File: config.mk
export PLATFORM = sky130hd
export DESIGN_NAME = audio_sample_fifo
export DESIGN_NICKNAME = d
export VERILOG_FILES = /design/src/rtl/audio_sample_fifo.sv
export SDC_FILE = /design/constraint.sdc
export NUM_CORES = 1
export LEC_CHECK = 0
export BUFFER_PORTS_ARGS = -buffer_cell sky130_fd_sc_hd__buf_2
export CORE_ASPECT_RATIO = 0.9
export CORE_UTILIZATION = 49
export CTS_CLUSTER_DIAMETER = 120
export DETAILED_ROUTE_END_ITERATION = 6
export PLACE_DENSITY = 0.74
export SYNTH_ARGS = -nofsm -noshare
export SYNTH_HDL_FRONTEND = slang
export SYNTH_SLANG_ARGS = --single-unit
File: constraint.sdc
create_clock -name clk -period 5.2 [get_ports clk]
set_input_delay 0 -clock clk [delete_from_list [all_inputs] [get_ports clk]]
set_output_delay 0 -clock clk [all_outputs]
set_load 0.02 [all_outputs]
File: src/rtl/audio_sample_fifo.sv
`timescale 1ns/1ps
// audio_sample_fifo: elastic buffer behind the I2S receiver.
// Stores {channel, sample} pairs. The head entry falls through to the output.
// Samples that arrive while the FIFO is full are dropped, and each drop is counted.
module audio_sample_fifo #(
  parameter int unsigned DATA_SIZE = 16,
  parameter int unsigned DEPTH     = 16,
  parameter int unsigned CNT_WIDTH = 8
) (
  input  logic                     clk,
  input  logic                     rst_n,
  input  logic [DATA_SIZE-1:0]     sample_data,
  input  logic                     sample_ch,
  input  logic                     sample_valid,
  output logic [DATA_SIZE-1:0]     out_data,
  output logic                     out_ch,
  output logic                     out_valid,
  input  logic                     out_ready,
  output logic [$clog2(DEPTH):0]   level,
  output logic                     overflow,
  output logic [CNT_WIDTH-1:0]     drop_count,
  input  logic                     overflow_clr
);

  localparam int unsigned PTR_W   = $clog2(DEPTH);
  localparam int unsigned LVL_W   = PTR_W + 1;
  localparam int unsigned ENTRY_W = DATA_SIZE + 1;

  logic [ENTRY_W-1:0] mem [DEPTH];
  logic [PTR_W-1:0]   wr_ptr;
  logic [PTR_W-1:0]   rd_ptr;
  logic [LVL_W-1:0]   level_nxt;
  logic               pop;
  logic               full;
  logic               push_ok;
  logic               drop;

  // Handshake qualification; a pop at full frees the slot for a same-cycle push
  always_comb begin
    pop     = out_valid & out_ready;
    full    = (level == LVL_W'(DEPTH));
    push_ok = sample_valid & (~full | pop);
    drop    = sample_valid & full & ~pop;
  end

  // Next occupancy from the push/pop combination
  always_comb begin
    level_nxt = level;
    case ({push_ok, pop})
      2'b10:   level_nxt = level + LVL_W'(1);
      2'b01:   level_nxt = level - LVL_W'(1);
      default: level_nxt = level;
    endcase
  end

  // Sample storage; cleared on reset so the idle output reads zero
  always_ff @(posedge clk or negedge rst_n) begin
    if (!rst_n) begin
      for (int i = 0; i < DEPTH; i++) mem[i] <= '0;
    end else if (push_ok) begin
      mem[wr_ptr] <= {sample_ch, sample_data};
    end
  end

  // Pointers, occupancy and valid flag
  always_ff @(posedge clk or negedge rst_n) begin
    if (!rst_n) begin
      wr_ptr    <= '0;
      rd_ptr    <= '0;
      level     <= '0;
      out_valid <= 1'b0;
    end else begin
      if (push_ok) wr_ptr <= wr_ptr + PTR_W'(1);
      if (pop)     rd_ptr <= rd_ptr + PTR_W'(1);
      level     <= level_nxt;
      out_valid <= (level_nxt != '0);
    end
  end

  // Drop tracking; a drop in the same cycle as a clear restarts the count at one
  always_ff @(posedge clk or negedge rst_n) begin
    if (!rst_n) begin
      overflow   <= 1'b0;
      drop_count <= '0;
    end else if (drop) begin
      overflow <= 1'b1;
      if (overflow_clr)           drop_count <= CNT_WIDTH'(1);
      else if (drop_count != '1)  drop_count <= drop_count + CNT_WIDTH'(1);
    end else if (overflow_clr) begin
      overflow   <= 1'b0;
      drop_count <= '0;
    end
  end

  // First-word fall-through head
  assign out_data = mem[rd_ptr][DATA_SIZE-1:0];
  assign out_ch   = mem[rd_ptr][DATA_SIZE];

endmodule

==> results.toml <==
[cts]
cts_htree_levels = 2
clock-sinks = 295
clk_pin_slew_ns = 0.06
clk_latency_ns = 0.50
cts_tree = "built"
cts_made_buffers = 34
cts-root-buf = "clkbuf_16"
cts_resized = 0
cts.path.max_buffers = 3

[synthesis]
synth_area_per_cell_sq_um = 16.1
ys.flop_type = "dfrtp_1"
seq_area_frac_synth = 0.541
async_reset_ff_frac = 1.00
synth.top_cells.by_count = "295 x dfrtp_1, 274 x mux2_2, 85 x mux4_2"
ys_types = 50
synth_area_leaders = "dfrtp_1 54%, mux2_2 23%, mux4_2 14%, clkbuf_1 0.83%, buf_6 0.66%"
synth_area_leader_cell = "dfrtp_1"
syn_inst = 846
synth_edf_count = 0
syn_nets = 875
syn_area_sq_mm = 0.0136
synth.top_cell.area_share = 0.541
post-synth-top-count-cell = "dfrtp_1"
yosysWarnings = 0
ys_seq_elements = 295

[detailed_routing]
drt_wl_total_mm = 29.1
viasPerCell = 5.92
drc = 0
vias = 7557
wl_per_cell_microns = 22.8
initialDrtViolationCount = 408
drt_pass1_iterations = 6
final_antenna_net_count = 0

[timing]
slew_viol_final = 0
min_period_ns = 3.21
slew_headroom = 0.262
totalNegativeSetupSlack_ns = 0
rsz0062_at_grt = "false"
setup_violations = 0
worst_slew_pin_slew_ns = 1.11
finalCritPeriodShare = 0.618
fin_ws_ns = 1.99
fmax_mhz = 311
fin_skew_ns = 0.0181
hold_slack_ns = 0.0262
hold_violations = 0

[power_and_ir_drop]
p_seq_frac = 0.406
p_sw_frac = 0.306
power.internal_mw = 7.18
ir_worst_vdd_v = 0.000277
switchingPower_mw = 3.17
p_leak_nw = 6.71
p_comb_frac = 0.352
clock_power_share = 0.242
power.density_mw_per_mm2 = 668

[floorplanning]
io_pins = 54
coreArea_sq_mm = 0.0272
rows = 57
die_w_microns = 178
dieHeight_microns = 160
dieArea_sq_mm = 0.0285
start_util = 0.502

[outcome]
status = "finished clean"

[min_path]
hp-class = "in -> reg"

[global_route]
gr-total-overflow = 0
grt_max_degree = 178
grt_pass1_wl_mm = 47.4
grt_usage = 0.219
antenna_found_initial = 2
grt_pass1_vias = 7959

[worst_setup_path]
cp_max_fo = 46
setup.worst_path.start_class = "flip-flop"
worstPathRequired_ns = 5.20
cp.arrival_ns = 3.21
critPathKind = "reg -> out"
end_kind = "primary output"

[layout]
syn_to_final_growth_pct = 13.5
nets = 927
drive_gt1_frac = 0.539

[placed_design]
hpwl_mm = 16.7
numPortBuffers = 53
pre_cts_slack_ns = 2.27
routabilityCongestion = 0.775

[run]
maxCapViolations = 0
-- through the flow --
stage / util / std cells / power (mW) / cell area [sq um]
floorplan: - / 846 / 6.87 / 13600
global route: 0.570 / 1276 / 10.9 / 15500
detailed placement: 0.519 / 1197 / 7.88 / 14100
global placement: 0.519 / 1197 / 7.77 / 14100
CTS: 0.570 / 1275 / 10.4 / 15500
finish: 0.570 / 1276 / 10.4 / 15500
-- path summary, 6_finish.rpt --
path                                             from              endpoint  slack, ns  cells after the start
worst max-delay path            rd_ptr[0]$_DFFE_PN0N_           out_data[8]       1.99                      4
min in group asynchronous                       rst_n  mem[157]$_DFFE_PN0P_       0.21                      2
worst max register to register     level[2]$_DFF_PN0_   mem[83]$_DFFE_PN0P_       2.29                      4
worst min-delay path                        sample_ch   mem[84]$_DFFE_PN0P_       0.03                      2
max in group asynchronous                       rst_n  mem[215]$_DFFE_PN0P_       3.58                      3
worst min register to register   overflow$_DFFE_PN0P_  overflow$_DFFE_PN0P_       0.48                      1
-- state kept, by name, summed over array words and instances, names as in the netlist --
name,cells
mem,272
drop_count,8
rd_ptr,4
overflow,1
out_valid,1
level,5
wr_ptr,4
-- kinds of logic after synthesis --
group | after synthesis | synth area share
mux | 359 | 0.366
flops | 295 | 0.541
simple gates | 76 | 0.0348
buf+inv | 71 | 0.0292
compound gates | 29 | 0.0164
xor+xnor | 9 | 0.00578
fa+ha+maj | 7 | 0.00642
-- placed cells by master (no fill, tap or decap), types with 3 or more instances in the layout --
master / n
or4_1: 3
and2_1: 5
dlygate4sd3_1: 19
and3_1: 3
clkbuf_8: 8
a21oi_1: 6
inv_1: 6
nand4_1: 3
mux4_2: 85
nand2_2: 8
dfrtp_1: 293
nor3_4: 5
clkbuf_16: 35
buf_2: 52
a21o_1: 4
mux2_2: 274
nor3_1: 4
ha_1: 7
xnor2_1: 9
buf_4: 8
nand3_1: 9
bufinv_16: 5
clkinv_2: 5
nor2_1: 3
or3_1: 5
clkbuf_1: 4
o211ai_1: 3
nand2_1: 16
-- critical path: stages (launching register included) --
cell	delay (ns)
dfrtp_4	1.03
buf_4	0.43
mux4_2	0.54
mux4_2	0.51
buf_2	0.18
-- layout make-up --
class	count	area, sq um
clock buffer	47	1000
tap	354	443
timing repair buffer	81	546
sequential	295	7390
clock inverter	12	193
inverter	6	22.5
antenna	1	2.50
multi-input combinational	480	5890
fill	2037	11700
-- power groups by stage --
stage | Combinational, mW | Clock [mW] | Sequential [mW]
2_1_floorplan | 3.09 | 0 | 3.77
3_3_place_gp | 3.58 | 0 | 4.19
3_5_place_dp | 3.65 | 0 | 4.23
4_1_cts | 3.68 | 2.55 | 4.20
5_1_grt | 3.88 | 2.66 | 4.37
6_report | 3.65 | 2.50 | 4.20
-- repair_timing --
item | 4_1_cts | 5_1_grt
hold buffers | 19 | 0
setup buffers | 0 | 0
endpoints found under the hold margin | 365 | 0
-- layer usage --
layer | global-route usage | routed length (microns) | vias to the layer above | part of all wire
met5 | 0 | 11 | - | 0.00038
met4 | 0.0556 | 527 | 2 | 0.018
met3 | 0.0367 | 1460 | 42 | 0.050
met2 | 0.329 | 13600 | 162 | 0.47
met1 | 0.332 | 13500 | 4059 | 0.46
li1 | - | - | 3292 | -
Power figures use the tool's default switching activity.
